==> config.mk <==
export PLATFORM = sky130hd
export DESIGN_NAME = mem_arbiter_flat
export DESIGN_NICKNAME = d
export VERILOG_FILES = /design/src/rtl/mem_arbiter_if.sv /design/src/rtl/mem_arbiter.sv /design/src/flat_wrapper.sv
export SDC_FILE = /design/constraint.sdc
export NUM_CORES = 1
export LEC_CHECK = 0
export CELL_PAD_IN_SITES_DETAIL_PLACEMENT = 1
export CELL_PAD_IN_SITES_GLOBAL_PLACEMENT = 1
export CORE_MARGIN = 4
export CORE_UTILIZATION = 34
export DETAILED_ROUTE_END_ITERATION = 10
export HOLD_SLACK_MARGIN = 0.12
export MAX_ROUTING_LAYER = met4
export PLACE_DENSITY_LB_ADDON = 0.1
export SLEW_MARGIN = 20
export SYNTH_ARGS = -nofsm -noshare
export SYNTH_HDL_FRONTEND = slang
export SYNTH_SLANG_ARGS = --single-unit
==> constraint.sdc <==
create_clock -name clk -period 2.34 [get_ports clk]
set_input_delay 0.234 -clock clk [delete_from_list [all_inputs] [get_ports clk]]
set_output_delay 0.234 -clock clk [all_outputs]
set_load 0.02 [all_outputs]
==> src/rtl/mem_arbiter_if.sv <==
// -----------------------------------------------------------------------------
// mem_arbiter_if
// Groups the bus signals of mem_arbiter: the fetch port (if_*), the data
// port (d_*) and the single-ported memory bus (mem_*).
//   master : arbiter side - takes requests, drives grants/responses and the
//            memory request bus, takes memory ready/response.
//   slave  : environment side (fetch, memory stage and memory model).
// -----------------------------------------------------------------------------
interface mem_arbiter_if;
    // fetch port
    logic        if_req;
    logic [31:0] if_addr;
    logic        if_gnt;
    logic        if_rvalid;
    logic [31:0] if_rdata;
    // data port
    logic        d_req;
    logic        d_we;
    logic [31:0] d_addr;
    logic [31:0] d_wdata;
    logic [3:0]  d_be;
    logic        d_gnt;
    logic        d_rvalid;
    logic [31:0] d_rdata;
    // memory bus
    logic        mem_req;
    logic        mem_we;
    logic [31:0] mem_addr;
    logic [31:0] mem_wdata;
    logic [3:0]  mem_be;
    logic        mem_ready;
    logic        mem_rvalid;
    logic [31:0] mem_rdata;

    modport master (
        input  if_req, if_addr,
        output if_gnt, if_rvalid, if_rdata,
        input  d_req, d_we, d_addr, d_wdata, d_be,
        output d_gnt, d_rvalid, d_rdata,
        output mem_req, mem_we, mem_addr, mem_wdata, mem_be,
        input  mem_ready, mem_rvalid, mem_rdata
    );

    modport slave (
        output if_req, if_addr,
        input  if_gnt, if_rvalid, if_rdata,
        output d_req, d_we, d_addr, d_wdata, d_be,
        input  d_gnt, d_rvalid, d_rdata,
        input  mem_req, mem_we, mem_addr, mem_wdata, mem_be,
        output mem_ready, mem_rvalid, mem_rdata
    );
endinterface

==> src/rtl/mem_arbiter.sv <==
// -----------------------------------------------------------------------------
// mem_arbiter
// Shares one single-ported memory bus between instruction fetch and the
// data (load/store) stage. One transaction in flight at a time. Data wins
// arbitration unless fetch has been passed over STARVE_LIMIT times in a row.
// All outputs are registered.
// Ports:
//   clk    - rising-edge clock
//   rst_n  - asynchronous active-low reset
//   bus    - mem_arbiter_if.master: fetch port, data port and memory bus
// Parameters:
//   STARVE_LIMIT - data grants allowed while fetch waits (1..15)
// -----------------------------------------------------------------------------
module mem_arbiter #(
    parameter int unsigned STARVE_LIMIT = 4
) (
    input  logic          clk,
    input  logic          rst_n,
    mem_arbiter_if.master bus
);

    localparam logic [3:0] LIMIT = 4'(STARVE_LIMIT);

    typedef enum logic [1:0] {
        IDLE = 2'd0,
        REQ  = 2'd1,
        RESP = 2'd2
    } state_t;

    state_t      state_q, state_d;
    logic        owner_q, owner_d;        // 1 = data owns the bus
    logic [3:0]  starve_q, starve_d;

    logic        if_gnt_q, if_gnt_d;
    logic        d_gnt_q, d_gnt_d;
    logic        if_rvalid_q, if_rvalid_d;
    logic        d_rvalid_q, d_rvalid_d;
    logic [31:0] if_rdata_q, if_rdata_d;
    logic [31:0] d_rdata_q, d_rdata_d;
    logic        mem_req_q, mem_req_d;
    logic        mem_we_q, mem_we_d;
    logic [31:0] mem_addr_q, mem_addr_d;
    logic [31:0] mem_wdata_q, mem_wdata_d;
    logic [3:0]  mem_be_q, mem_be_d;

    logic        grant_d;
    logic        grant_f;

    always_ff @(posedge clk or negedge rst_n) begin
        if (!rst_n) begin
            state_q     <= IDLE;
            owner_q     <= 1'b0;
            starve_q    <= '0;
            if_gnt_q    <= 1'b0;
            d_gnt_q     <= 1'b0;
            if_rvalid_q <= 1'b0;
            d_rvalid_q  <= 1'b0;
            if_rdata_q  <= '0;
            d_rdata_q   <= '0;
            mem_req_q   <= 1'b0;
            mem_we_q    <= 1'b0;
            mem_addr_q  <= '0;
            mem_wdata_q <= '0;
            mem_be_q    <= '0;
        end else begin
            state_q     <= state_d;
            owner_q     <= owner_d;
            starve_q    <= starve_d;
            if_gnt_q    <= if_gnt_d;
            d_gnt_q     <= d_gnt_d;
            if_rvalid_q <= if_rvalid_d;
            d_rvalid_q  <= d_rvalid_d;
            if_rdata_q  <= if_rdata_d;
            d_rdata_q   <= d_rdata_d;
            mem_req_q   <= mem_req_d;
            mem_we_q    <= mem_we_d;
            mem_addr_q  <= mem_addr_d;
            mem_wdata_q <= mem_wdata_d;
            mem_be_q    <= mem_be_d;
        end
    end

    always_comb begin
        state_d     = state_q;
        owner_d     = owner_q;
        starve_d    = starve_q;
        if_gnt_d    = 1'b0;
        d_gnt_d     = 1'b0;
        if_rvalid_d = 1'b0;
        d_rvalid_d  = 1'b0;
        if_rdata_d  = if_rdata_q;
        d_rdata_d   = d_rdata_q;
        mem_req_d   = mem_req_q;
        mem_we_d    = mem_we_q;
        mem_addr_d  = mem_addr_q;
        mem_wdata_d = mem_wdata_q;
        mem_be_d    = mem_be_q;
        grant_d     = 1'b0;
        grant_f     = 1'b0;

        case (state_q)
            IDLE: begin
                if (bus.d_req && ((starve_q < LIMIT) || !bus.if_req)) begin
                    grant_d     = 1'b1;
                    owner_d     = 1'b1;
                    d_gnt_d     = 1'b1;
                    mem_req_d   = 1'b1;
                    mem_we_d    = bus.d_we;
                    mem_addr_d  = bus.d_addr;
                    mem_wdata_d = bus.d_wdata;
                    mem_be_d    = bus.d_be;
                    state_d     = REQ;
                end else if (bus.if_req) begin
                    grant_f     = 1'b1;
                    owner_d     = 1'b0;
                    if_gnt_d    = 1'b1;
                    mem_req_d   = 1'b1;
                    mem_we_d    = 1'b0;
                    mem_addr_d  = bus.if_addr;
                    mem_wdata_d = '0;
                    mem_be_d    = 4'hF;
                    state_d     = REQ;
                end
            end
            REQ: begin
                // mem_rvalid is deliberately not looked at here
                if (bus.mem_ready) begin
                    mem_req_d = 1'b0;
                    state_d   = RESP;
                end
            end
            RESP: begin
                if (bus.mem_rvalid) begin
                    if (owner_q) begin
                        d_rdata_d  = bus.mem_rdata;
                        d_rvalid_d = 1'b1;
                    end else begin
                        if_rdata_d  = bus.mem_rdata;
                        if_rvalid_d = 1'b1;
                    end
                    state_d = IDLE;
                end
            end
            default: state_d = IDLE;
        endcase

        // Starvation counter: only counts data wins that made fetch wait.
        if (!bus.if_req || grant_f) begin
            starve_d = '0;
        end else if (grant_d && (starve_q < LIMIT)) begin
            starve_d = starve_q + 4'd1;
        end
    end

    assign bus.if_gnt    = if_gnt_q;
    assign bus.d_gnt     = d_gnt_q;
    assign bus.if_rvalid = if_rvalid_q;
    assign bus.d_rvalid  = d_rvalid_q;
    assign bus.if_rdata  = if_rdata_q;
    assign bus.d_rdata   = d_rdata_q;
    assign bus.mem_req   = mem_req_q;
    assign bus.mem_we    = mem_we_q;
    assign bus.mem_addr  = mem_addr_q;
    assign bus.mem_wdata = mem_wdata_q;
    assign bus.mem_be    = mem_be_q;

endmodule

==> src/flat_wrapper.sv <==
// flat-port wrapper written by rule: the top's interface ports become plain ports
module mem_arbiter_flat 
#(
    parameter int unsigned STARVE_LIMIT = 4
)
  (clk, rst_n, bus_if_req, bus_if_addr, bus_if_gnt, bus_if_rvalid, bus_if_rdata, bus_d_req, bus_d_we, bus_d_addr, bus_d_wdata, bus_d_be, bus_d_gnt, bus_d_rvalid, bus_d_rdata, bus_mem_req, bus_mem_we, bus_mem_addr, bus_mem_wdata, bus_mem_be, bus_mem_ready, bus_mem_rvalid, bus_mem_rdata);
  mem_arbiter_if bus_i ();
  input  logic clk;
  input  logic rst_n;
  input wire logic [$bits(bus_i.if_req)-1:0] bus_if_req;
  input wire logic [$bits(bus_i.if_addr)-1:0] bus_if_addr;
  output wire logic [$bits(bus_i.if_gnt)-1:0] bus_if_gnt;
  output wire logic [$bits(bus_i.if_rvalid)-1:0] bus_if_rvalid;
  output wire logic [$bits(bus_i.if_rdata)-1:0] bus_if_rdata;
  input wire logic [$bits(bus_i.d_req)-1:0] bus_d_req;
  input wire logic [$bits(bus_i.d_we)-1:0] bus_d_we;
  input wire logic [$bits(bus_i.d_addr)-1:0] bus_d_addr;
  input wire logic [$bits(bus_i.d_wdata)-1:0] bus_d_wdata;
  input wire logic [$bits(bus_i.d_be)-1:0] bus_d_be;
  output wire logic [$bits(bus_i.d_gnt)-1:0] bus_d_gnt;
  output wire logic [$bits(bus_i.d_rvalid)-1:0] bus_d_rvalid;
  output wire logic [$bits(bus_i.d_rdata)-1:0] bus_d_rdata;
  output wire logic [$bits(bus_i.mem_req)-1:0] bus_mem_req;
  output wire logic [$bits(bus_i.mem_we)-1:0] bus_mem_we;
  output wire logic [$bits(bus_i.mem_addr)-1:0] bus_mem_addr;
  output wire logic [$bits(bus_i.mem_wdata)-1:0] bus_mem_wdata;
  output wire logic [$bits(bus_i.mem_be)-1:0] bus_mem_be;
  input wire logic [$bits(bus_i.mem_ready)-1:0] bus_mem_ready;
  input wire logic [$bits(bus_i.mem_rvalid)-1:0] bus_mem_rvalid;
  input wire logic [$bits(bus_i.mem_rdata)-1:0] bus_mem_rdata;
  assign bus_i.if_req = bus_if_req;
  assign bus_i.if_addr = bus_if_addr;
  assign bus_if_gnt = bus_i.if_gnt;
  assign bus_if_rvalid = bus_i.if_rvalid;
  assign bus_if_rdata = bus_i.if_rdata;
  assign bus_i.d_req = bus_d_req;
  assign bus_i.d_we = bus_d_we;
  assign bus_i.d_addr = bus_d_addr;
  assign bus_i.d_wdata = bus_d_wdata;
  assign bus_i.d_be = bus_d_be;
  assign bus_d_gnt = bus_i.d_gnt;
  assign bus_d_rvalid = bus_i.d_rvalid;
  assign bus_d_rdata = bus_i.d_rdata;
  assign bus_mem_req = bus_i.mem_req;
  assign bus_mem_we = bus_i.mem_we;
  assign bus_mem_addr = bus_i.mem_addr;
  assign bus_mem_wdata = bus_i.mem_wdata;
  assign bus_mem_be = bus_i.mem_be;
  assign bus_i.mem_ready = bus_mem_ready;
  assign bus_i.mem_rvalid = bus_mem_rvalid;
  assign bus_i.mem_rdata = bus_mem_rdata;
  mem_arbiter #(.STARVE_LIMIT(STARVE_LIMIT)) u_core (.clk(clk), .rst_n(rst_n), .bus(bus_i));
endmodule
# --- Yosys cells after proc, flatten, opt, wreduce, memory -nomap -nowiden ---
# Index checks and enable logic that the tools add are counted.
op_classes:
  add_sub_neg: 1
  n_lt_le_gt_ge: 1
  eq_ne: 5
  n_mux: 31
  n_bitwise: 1
  reduce_logical: 14
op_table:
  columns: ["cell", "n"]
  rows:
  - ["two-way mux 32 bit", 4]
  - ["two-way mux 1 bit", 17]
  - ["two-way mux 4 bit", 4]
  - ["AND reduction 3 bit", 4]
  - ["two-way mux 2 bit", 4]
  - ["case mux 2 bit (3 select lines)", 1]
  - ["nonzero test 2 bit", 3]
  - ["adder 4 x 1 -> 4 bit, second input constant", 1]
  - ["less-than comparator 4 x 3 -> 1 bit, second input constant", 1]
  - ["!= test 2 bit, second input constant", 2]
  - ["!= test 3 x 2 -> 1 bit, second input constant", 1]
  - ["equality test 2 x 1 -> 1 bit, second input constant", 1]
  - ["equality test 2 bit, second input constant", 1]
  - ["logical AND 1 bit", 2]
  - ["zero test 2 bit", 1]
  - ["logical OR 1 bit", 2]
  - ["case mux 1 bit (2 select lines)", 1]
  - ["AND reduction 2 bit", 1]
  - ["zero test 1 bit", 1]
  - ["NOT 1 bit", 1]
totals:
  register_bits: 145
  input_bits: 139
  output_inout_bits: 138
  word_cells: 67

# --- Logic depth before layout (Yosys ltp) ---
# Gate-level depths: netlist of run 1.
logic_depth:
  ltp_word: 8
  depth_mapped: 6
  mapped_depth_nobuf: 3

# --- Worst setup path before layout of run 1 ---
# Ideal clock, no wire load.
synth_timing:
  path_type: "flip-flop to flip-flop"
  startpoint: "register u_core.state_q[0]"
  endpoint: "register u_core.if_rdata_q[22], in the netlist u_core.bus.if_rdata[22]"
  setup_ns: 0.125
  arrival_ns: 1.416
  required_ns: 2.215
  slack_ns: 0.799
  stages_incl_launch_ff: 5
  n_path_buf: 1
  period_less_slack_ns: 1.541
  path_cell_list: "dfrtp_1 > nand2b_1 > nor3b_4 > buf_6 > mux2_2"
synth_via:
  elab_chain_len: 2
synth_lines:
  columns: ["element", "line", "source"]
  rows:
  - ["start, declared", "mem_arbiter.sv:30", "state_t state_q, state_d;"]
  - ["start signal, assigned", "mem_arbiter.sv:66", "state_q <= state_d;"]
  - ["equality test 2 bit", "mem_arbiter.sv:101", "case (state_q)"]
  - ["AND reduction 3 bit (no source line)", null, null]
  - ["end signal, assigned", "mem_arbiter.sv:73", "if_rdata_q <= if_rdata_d;"]
  - ["end, declared", "mem_arbiter.sv:38", "logic [31:0] if_rdata_q, if_rdata_d;"]
# Every way passes these cells.
# A chain may end at the register's enable or synchronous reset.

# --- Worst setup path in the final report of run 1 ---
layout_timing:
  startpoint: "register u_core.state_q[1]"
  endpoint: "register u_core.starve_q[2]"
layout_via:
  elab_chain_len: 4
  elab_cells_between_ends: 7
  cone_classes: "mux: 3; reduce/logical: 4"
layout_lines:
  columns: ["element", "line", "source"]
  rows:
  - ["zero test 2 bit *", "mem_arbiter.sv:101", null]
  - ["two-way mux 1 bit", "mem_arbiter.sv:101", null]
  - ["logical OR 1 bit or logical AND 1 bit (tied branches)", "mem_arbiter.sv:148, mem_arbiter.sv:150", null]
  - ["two-way mux 4 bit or nonzero test 2 bit (tied branches)", null, null]
  - ["end signal, assigned", "mem_arbiter.sv:68", "starve_q <= starve_d;"]
  - ["end, declared", "mem_arbiter.sv:32", "logic [3:0] starve_q, starve_d;"]
# Every way passes the cells marked *; elsewhere a longest branch is shown, timed or not.

==> flow_metrics.env, run 1 <==
export IMPL_syn_num_nets=596
export IMPL_async_reset_ff_frac=1.000
export IMPL_rsz0062_at_grt="no"
export IMPL_setup_viol=0
export IMPL_ff2ff_path_depth=4
export IMPL_slowest_stage="nor2_4"
export IMPL_hpwl_mm=13.86
export IMPL_r2r_setup_slack_ns=0.61
export IMPL_cts_buffers=17
export IMPL_stdcell_count=955
export IMPL_synth_top_area_cell="dfrtp_1"
export IMPL_grt_start_max_net_pins=57
export IMPL_p_total_mw=13.45
export IMPL_worstMarginPinSlew_ns=0.6043
export IMPL_netlist_instances=456
export IMPL_post_cts_resized=0
export IMPL_clock_tree_buffer_depth=2
export IMPL_final_nets=866
export IMPL_hold_viol_final=0
export IMPL_peakVddDrop_uv=600.3
export IMPL_yosysSeqAreaShare=0.6131
export IMPL_crit_buf_inv=1
export IMPL_tritoncts="yes"
export IMPL_ys_ff_latch=145
export IMPL_synth_area_per_cell_um2=12.98
export IMPL_final_max_slew_viol_count=0
export IMPL_placed_cell_area_mm2=0.008910
export IMPL_antenna_found_initial=0
export IMPL_crit_arrival_ns=2.04
export IMPL_reg2reg_to="u_core.starve_q[2]"
export IMPL_grt_overflow_total=0
export IMPL_rows=47
export IMPL_dp_cells=926
export IMPL_crit_start="u_core.state_q[1]"
export IMPL_setup_worst_path_end_class="flip-flop"
export IMPL_first_global_vias=5484
export IMPL_die_area_mm2=0.01958
export IMPL_synth_top_cell_area_share=0.6131
export IMPL_fin_ws_ns=0.6102
export IMPL_routed_wirelength_mm=19.21
export IMPL_preCtsSetupSlack_ns=0.4448
export IMPL_clk_pin_slew_ns=0.05
export IMPL_fill_cells=1710
export IMPL_start_util=0.3519
export IMPL_path_class="flip-flop to flip-flop"
export IMPL_synth_cell_type_count=34
export IMPL_drtAntennaViolNets=0
export IMPL_vias_per_cell=5.205
export IMPL_critPathRequiredTime_ns=2.65
export IMPL_finalClockSkew_ns=0.01031
export IMPL_clock_fmax_mhz=578.1
export IMPL_wl_per_cell_um=20.12
export IMPL_hold_path_class="input port to async pin"
export IMPL_dr_pass1_iters=6
export IMPL_yosys_warnings=0
export IMPL_drive_above_1_share=0.1551
export IMPL_cts_sinks=145
export IMPL_syn_area_mm2=0.005918
export IMPL_pwr_density_cell_mw_per_mm2=1412
export IMPL_io_pins=277
export IMPL_drt_iter0_drc=141
export IMPL_slew_headroom=0.5962
export IMPL_grt_pass1_wl_mm=30.30
export IMPL_final_common_cell="clkdlybuf4s50_1"
export IMPL_die_w_um=139.9
export IMPL_mostFrequentLayoutCells="clkdlybuf4s50_1, dfrtp_1, mux2_2"
export IMPL_cap_violations=0
export IMPL_status="completed"
export IMPL_start_kind="flip-flop"
export IMPL_crit_fanout=46
export IMPL_period_share=0.7392
export IMPL_grt_use_total=0.2010
export IMPL_leakage_nw=3.915
export IMPL_via_count=4971
export IMPL_endpoint="u_core.starve_q[2]"
export IMPL_path_cells="nor2_4 > buf_12 > nand4_1 > a21boi_0"
export IMPL_path_delay_family="simple AND/OR/NAND/NOR gates"
export IMPL_reg2reg_from="u_core.state_q[1]"
export IMPL_synthFlopType="dfrtp_1"
export IMPL_syn2layout_area_growth_pct=60.91
export IMPL_worst_path_stages=4
export IMPL_tns_ns=0
export IMPL_die_h_um=139.9
export IMPL_place_congestion=0.7653
export IMPL_fin_crit_ns=1.730
export IMPL_max_stage_delay_ns=0.52
export IMPL_antenna_cells=0
export IMPL_hold_ws_ns=0.3659
export IMPL_fin_area_mm2=0.009523
export IMPL_post_route_util=0.5662
export IMPL_io_buffers=276
export IMPL_ys_top_cells_by_area="dfrtp_1, mux2_2, a22o_1"
export IMPL_clk_latency_ns=0.41
export IMPL_htreeDepth=4
export IMPL_core_mm2=0.01682
export IMPL_cts_root_buf="clkbuf_16"
export IMPL_synth_edf_count=0
export IMPL_drc=0
==> logic make-up after synthesis <==
logic type,after synthesis,share of synthesized area
AO/OA/AOI/OAI,109,0.1315
adder cells (fa/ha/maj),1,0.002114
buffers and inverters,44,0.03953
flip-flops,145,0.6131
multiplexers,64,0.1218
AND/OR/NAND/NOR,93,0.09197
==> final cells by class <==
type	instances	area [µm²]	share of cell area
Clock buffer	19	442.9	0.04651
Multi-Input combinational cell	267	2064	0.2168
Tap cell	220	275.3	0.02891
Sequential cell	145	3628	0.3810
Timing Repair Buffer	293	2944	0.3092
Clock inverter	9	160.2	0.01682
Inverter	2	7.507	0.0007883
==> how the worst min path moves through the flow <==
stage / to / slack (ns) / startpoint / cells past startpoint
after floorplan: u_core.bus.d_gnt / -0.06 / rst_n / 0
after global placement: u_core.bus.d_rdata[22] / 0.24 / rst_n / 1
after detailed placement: u_core.bus.if_rdata[22] / 0.24 / rst_n / 1
after CTS: u_core.bus.if_rdata[22] / 0.37 / rst_n / 2
after global routing: u_core.bus.mem_addr[20] / 0.41 / bus_if_addr[20] / 3
final: u_core.bus.if_rdata[22] / 0.37 / rst_n / 2
==> layer usage <==
metal,GRT usage,share of wire
met4,0.06731,0.025
met5,-,0
met2,0.3325,0.50
met3,0.05794,0.065
met1,0.2370,0.41
==> synth_stat cells (3+ instances only) <==
master,n
nand2_1,6
clkbuf_1,17
o21ai_1,6
dfrtp_1,145
buf_6,6
a22o_1,32
a2bb2oi_1,3
buf_2,19
o21ai_0,29
o211ai_1,32
nand3_1,33
nand4_1,34
nor3_1,3
nor2_2,3
mux2_2,63
==> flip-flops by register name, summed over array words and instances, names as in the netlist, 2 cells and up <==
register              count
u_core.bus.d_rdata       32
u_core.bus.mem_be         4
u_core.bus.if_rdata      32
u_core.bus.mem_wdata     32
u_core.state_q            2
u_core.starve_q           4
u_core.bus.mem_addr      32
==> what timing repair did <==
action                    4_1_cts  5_1_grt
buffers inserted                0        0
hold buffers                    1        0
hold endpoints to repair       53        0
==> where the power goes <==
group | switching (mW) | internal [mW]
clock network | 0.996 | 1.79
logic | 3.20 | 3.16
registers | 0.644 | 3.65
Note: power is estimated with default switching activity, not from simulation.
==> inputs of run 2 (changes only) <==
- CORE_UTILIZATION: 34 -> 28
- clock period: 2.34 -> 1.4 ns (I/O delays scaled with it)
==> flow_metrics.env, run 2 (synthesis gave the netlist of run 1 again) <==
export IMPL_internal_power_mw=14.61
export IMPL_crit_arrival_ns=1.87
export IMPL_dp_cells=994
export IMPL_power_frac_comb=0.506
export IMPL_slew_headroom=0.7090
export IMPL_violations="negative setup slack"
export IMPL_leakage_nw=4.721
export IMPL_start_util=0.2888
export IMPL_wl_met1_mm=9.969
export IMPL_max_stage_delay_ns=0.43
export IMPL_pwr_density_cell_mw_per_mm2=2289
export IMPL_drc=0
export IMPL_final_nets=919
export IMPL_place_congestion=0.7941
export IMPL_critPathRequiredTime_ns=1.72
export IMPL_stdcell_count=1062
export IMPL_crit_fanout=8
export IMPL_path_cells="buf_6 > nor2_4 > buf_6 > buf_6 > buf_6 > buf_16 > nand4_1 > o211ai_1"
export IMPL_post_route_util=0.5078
export IMPL_final_max_slew_viol_count=0
export IMPL_grt_pass1_wl_mm=33.88
export IMPL_clock_fmax_mhz=646.5
export IMPL_cap_violations=0
export IMPL_status="complete, but fails checks"
export IMPL_r2r_setup_slack_ns=-0.15
export IMPL_swShare=0.3867
export IMPL_routed_wirelength_mm=23.18
export IMPL_antenna_cells=0
export IMPL_power_frac_seq=0.300
export IMPL_drtAntennaViolNets=0
export IMPL_drt_iter0_drc=155
export IMPL_grt_start_max_net_pins=42
export IMPL_mostFrequentLayoutCells="dfrtp_1, dlygate4sd2_1, clkdlybuf4s50_1"
export IMPL_path_delay_family="buffers and inverters"
export IMPL_first_global_vias=5818
export IMPL_period_share=1.105
export IMPL_finalClockSkew_ns=0.01106
export IMPL_hold_path_class="input port to async pin"
export IMPL_fin_crit_ns=1.547
export IMPL_die_h_um=153.4
export IMPL_dr_pass1_iters=5
export IMPL_clk_latency_ns=0.42
export IMPL_grt_overflow_total=0
export IMPL_critPathMostFrequentCell="buf_6"
export IMPL_top_layer="met4"
export IMPL_drive_above_1_share=0.2285
export IMPL_cts_buffers=17
export IMPL_tritoncts="yes"
export IMPL_setup_viol=112
export IMPL_die_w_um=153.4
export IMPL_grt_use_total=0.1876
export IMPL_route_met3_wl_mm=1.344
export IMPL_core_mm2=0.02049
export IMPL_worstMarginPinSlew_ns=0.4350
export IMPL_clock_tree_buffer_depth=2
export IMPL_antenna_found_initial=0
export IMPL_syn2layout_area_growth_pct=75.83
export IMPL_hpwl_mm=14.88
export IMPL_die_area_mm2=0.02353
export IMPL_hold_viol_final=0
export IMPL_crit_buf_inv=5
export IMPL_io_buffers=276
export IMPL_final_common_cell="dfrtp_1"
export IMPL_fin_ws_ns=-0.1467
export IMPL_path_class="flip-flop to flip-flop"
export IMPL_rsz0062_at_grt="yes"
export IMPL_clk_pin_slew_ns=0.07
export IMPL_slowest_stage="dfrtp_2"
export IMPL_start_kind="flip-flop"
export IMPL_via_count=5335
export IMPL_cts_root_buf="clkbuf_16"
export IMPL_htreeDepth=4
export IMPL_preCtsSetupSlack_ns=-0.1955
export IMPL_wl_per_cell_um=21.83
export IMPL_cts_sinks=145
export IMPL_peakVddDrop_uv=918.7
export IMPL_rows=52
export IMPL_p_total_mw=23.82
export IMPL_hold_ws_ns=0.2864
export IMPL_setup_worst_path_end_class="flip-flop"
export IMPL_io_pins=277
export IMPL_vias_per_cell=5.024
export IMPL_wl_met2_mm=11.39
export IMPL_net_switching_power_mw=9.210
export IMPL_pwr_share_clk=0.195
-- run 2: cell types whose count changed in the layout (fill, tap and decap cells not counted), moves of 7 or more --
cell | before | now
buf_12 | 4 | 16
buf_6 | 1 | 16
clkbuf_16 | 17 | 25
clkdlybuf4s50_1 | 275 | 137
dlygate4sd2_1 | 0 | 138
o21ai_0 | 29 | 21
o21ai_1 | 5 | 12
-- run 2: timing repair --
item	in CTS	in global routing
hold buffers	3	0
hold endpoints to repair	145	0
resized for setup	165	47
setup buffers	8	8
setup endpoints to repair	270	138
gates cloned	8	12
pin swaps	5	61
-- run 2: metrics by stage --
stage | area, µm² | setup TNS [ns]
after floorplan | 5926 | -3.848
after global placement | 9203 | -18.08
after detailed placement | 9203 | -20.35
after CTS | 10020 | -7.354
after global routing | 10410 | -13.88
final | 10410 | -7.605
-- run 2: area by class of cell --
type,instances,area [µm²]
Timing Repair Buffer,346,3696
Multi-Input combinational cell,267,2133
Fill cell,2145,10090
Tap cell,270,337.8
Clock buffer,18,429.2
Clock inverter,14,172.7
Sequential cell,145,3630
Inverter,2,7.507
-- run 2: worst register-to-register path, delay by kind of cell (launching register included) --
kind                   cells  cell delay (ns)
buffers and inverters      5             0.61
flip-flops                 1             0.43
AND/OR/NAND/NOR            2             0.28
AO/OA/AOI/OAI              1             0.13
-- run 2: final timing paths --
kind | startpoint | to | cells after the start
min | rst_n | u_core.bus.if_gnt | 3
min in group clk | bus_d_we | u_core.bus.mem_we | 3
max reg2reg | u_core.state_q[1] | u_core.bus.mem_addr[7] | 8
min reg2reg | u_core.bus.mem_req | u_core.bus.mem_req | 2
max | u_core.state_q[1] | u_core.bus.mem_addr[7] | 8
max in group asynchronous | rst_n | u_core.bus.d_rvalid | 3
-- run 2: routing by layer --
layer,global-route usage,vias to the layer above
met2,0.2940,201
met3,0.05061,31
li1,-,2389
met1,0.2362,2714
met5,-,-
met4,0.06392,0
-- run 2: power by group through the flow --
stage / combinational [mW] / clock, mW / sequential [mW]
6_report: 12.0 / 4.64 / 7.13
5_1_grt: 12.8 / 4.98 / 7.39
4_1_cts: 11.3 / 4.77 / 7.13
3_5_place_dp: 11.2 / 0 / 7.22
3_3_place_gp: 11.0 / 0 / 7.19
2_1_floorplan: 3.24 / 0 / 9.37
==> inputs of run 3 (changes only) <==
- REMOVE_ABC_BUFFERS: not set -> 1
==> flow_metrics.env, run 3 (synthesis gave the netlist of run 1 again) <==
export IMPL_grt_use_met1=0.2343
export IMPL_clock_tree_buffer_depth=2
export IMPL_setup_worst_path_end_class="flip-flop"
export IMPL_critPathRequiredTime_ns=1.72
export IMPL_cts_root_buf="clkbuf_16"
export IMPL_first_global_vias=6048
export IMPL_place_congestion=0.7828
export IMPL_leakage_nw=4.742
export IMPL_post_route_util=0.5114
export IMPL_power_frac_comb=0.515
export IMPL_pwr_density_cell_mw_per_mm2=2323
export IMPL_hold_viol_final=0
export IMPL_grt_overflow_total=0
export IMPL_cts_buffers=17
export IMPL_via_count=5406
export IMPL_drt_iter0_drc=172
export IMPL_grt_use_total=0.1993
export IMPL_clock_fmax_mhz=643.6
export IMPL_r2r_setup_slack_ns=-0.15
export IMPL_core_mm2=0.02049
export IMPL_period_share=1.110
export IMPL_final_nets=920
export IMPL_grt_busiest_layer="met2"
export IMPL_final_max_slew_viol_count=0
export IMPL_cts_sinks=145
export IMPL_hold_path_class="input port to async pin"
export IMPL_die_area_mm2=0.02353
export IMPL_clk_latency_ns=0.42
export IMPL_grt_start_max_net_pins=43
export IMPL_reg2reg_to="u_core.bus.mem_addr[9]"
export IMPL_final_common_cell="dfrtp_1"
export IMPL_die_w_um=153.4
export IMPL_drive_above_1_share=0.2459
export IMPL_io_pins=277
export IMPL_tritoncts="yes"
export IMPL_vias_per_cell=5.086
export IMPL_power_frac_seq=0.292
export IMPL_wl_per_cell_um=22.34
export IMPL_antenna_cells=0
export IMPL_htreeDepth=4
export IMPL_fin_crit_ns=1.554
export IMPL_internal_power_mw=14.95
export IMPL_io_buffers=276
export IMPL_syn2layout_area_growth_pct=77.08
export IMPL_start_util=0.2888
export IMPL_rsz0062_at_grt="yes"
export IMPL_finalClockSkew_ns=0.009795
export IMPL_pwr_share_clk=0.193
export IMPL_drc=0
export IMPL_cap_violations=0
export IMPL_swShare=0.3862
export IMPL_tns_ns=-11.04
export IMPL_antenna_found_initial=0
export IMPL_grt_pass1_wl_mm=35.74
export IMPL_use_met3=0.05598
export IMPL_drtAntennaViolNets=0
export IMPL_setup_viol=126
export IMPL_die_h_um=153.4
export IMPL_dr_pass1_iters=4
export IMPL_violations="negative setup slack"
export IMPL_hpwl_mm=15.14
export IMPL_net_switching_power_mw=9.404
export IMPL_crit_fanout=6
export IMPL_worstMarginPinSlew_ns=0.4297
export IMPL_rows=52
export IMPL_crit_arrival_ns=1.87
export IMPL_slew_headroom=0.7136
export IMPL_peakVddDrop_uv=919.2
export IMPL_path_class="flip-flop to flip-flop"
export IMPL_routed_wirelength_mm=23.75
export IMPL_mostFrequentLayoutCells="dfrtp_1, dlygate4sd2_1, clkdlybuf4s50_1"
export IMPL_ff2ff_path_depth=8
export IMPL_start_kind="flip-flop"
export IMPL_clk_pin_slew_ns=0.06
export IMPL_fin_ws_ns=-0.1538
export IMPL_reg2reg_from="u_core.state_q[0]"
export IMPL_status="complete, but fails checks"
export IMPL_grt_util_met2=0.3254
## run 3: cell count changes in the layout (fill, tap and decap cells not counted), moves of 3 or more
cell       previous run  this run
nand3_2               6         3
buf_4                16        24
a2bb2oi_1             3         0
o21ai_0              21        11
nand3_1              27        30
nor3_4                1         4
buf_16                4         9
a2bb2oi_2             0         3
buf_8                 6         3
o21ai_2               2        10
buf_6                16        11
## run 3: repair_timing
item | CTS | global route
hold endpoints to repair | 145 | 0
setup endpoints to repair | 244 | 136
pin swaps | 20 | 58
gates resized for setup | 189 | 33
gates cloned | 12 | 8
setup buffers | 16 | 7
hold buffers | 1 | 0
## run 3: worst max-delay path: stages, from the launching register on
cell and delay [ns]:
dfrtp_1 0.39, buf_6 0.12, buf_6 0.11, nor2_4 0.16, buf_8 0.17, buf_12 0.14, clkbuf_16 0.16, nand4_1 0.08
o211ai_1 0.12
## run 3: worst max-delay path by stage
| stage | end | slack, ns | cells past startpoint | from |
|---|---|---|---|---|
| 3_5_place_dp | u_core.starve_q[0] | -0.30 | 4 | bus_d_req |
| 6_report | u_core.bus.mem_addr[9] | -0.15 | 8 | u_core.state_q[0] |
| 5_1_grt | u_core.bus.mem_addr[0] | -0.25 | 8 | u_core.state_q[0] |
| 3_3_place_gp | u_core.bus.mem_be[3] | -0.22 | 4 | bus_d_req |
| 2_1_floorplan | u_core.bus.mem_wdata[0] | -1.48 | 3 | u_core.state_q[1] |
| 4_1_cts | u_core.bus.if_rdata[5] | -0.16 | 5 | u_core.state_q[0] |
## run 3: per-layer routing
layer / vias up / wire length [µm] / part of all wire
met2: 214 / 11980 / 0.50
met4: 0 / 711 / 0.030
met3: 42 / 1521 / 0.064
met5: - / 0 / 0
li1: 2392 / - / -
met1: 2758 / 9529 / 0.40
## run 3: power groups by stage
stage | Combinational, mW | Sequential, mW | Clock [mW]
2_1_floorplan | 2.94 | 9.36 | 0
3_3_place_gp | 11.1 | 7.12 | 0
3_5_place_dp | 11.3 | 7.20 | 0
4_1_cts | 12.1 | 7.09 | 4.85
5_1_grt | 13.3 | 7.35 | 5.04
6_report | 12.5 | 7.10 | 4.71
## run 3: layout make-up
type | count | area, µm²
Inverter | 2 | 7.507
Tap cell | 270 | 337.8
Multi-Input combinational cell | 267 | 2201
Clock inverter | 14 | 168.9
Timing Repair Buffer | 347 | 3697
Fill cell | 2142 | 10010
Clock buffer | 18 | 439.2
Sequential cell | 145 | 3628
## run 3: per-stage QoR
stage	power, mW	area [µm²]	setup slack [ns]	hold WS (ns)	cells
global route	25.71	10480	-0.2509	0.2336	1063
detailed placement	18.54	9223	-0.2958	0.09943	996
floorplan	12.30	5692	-1.482	-0.1556	414
global placement	18.25	9223	-0.2185	0.09564	996
CTS	24.07	10260	-0.1552	0.2160	1056
finish	24.35	10480	-0.1538	0.2187	1063
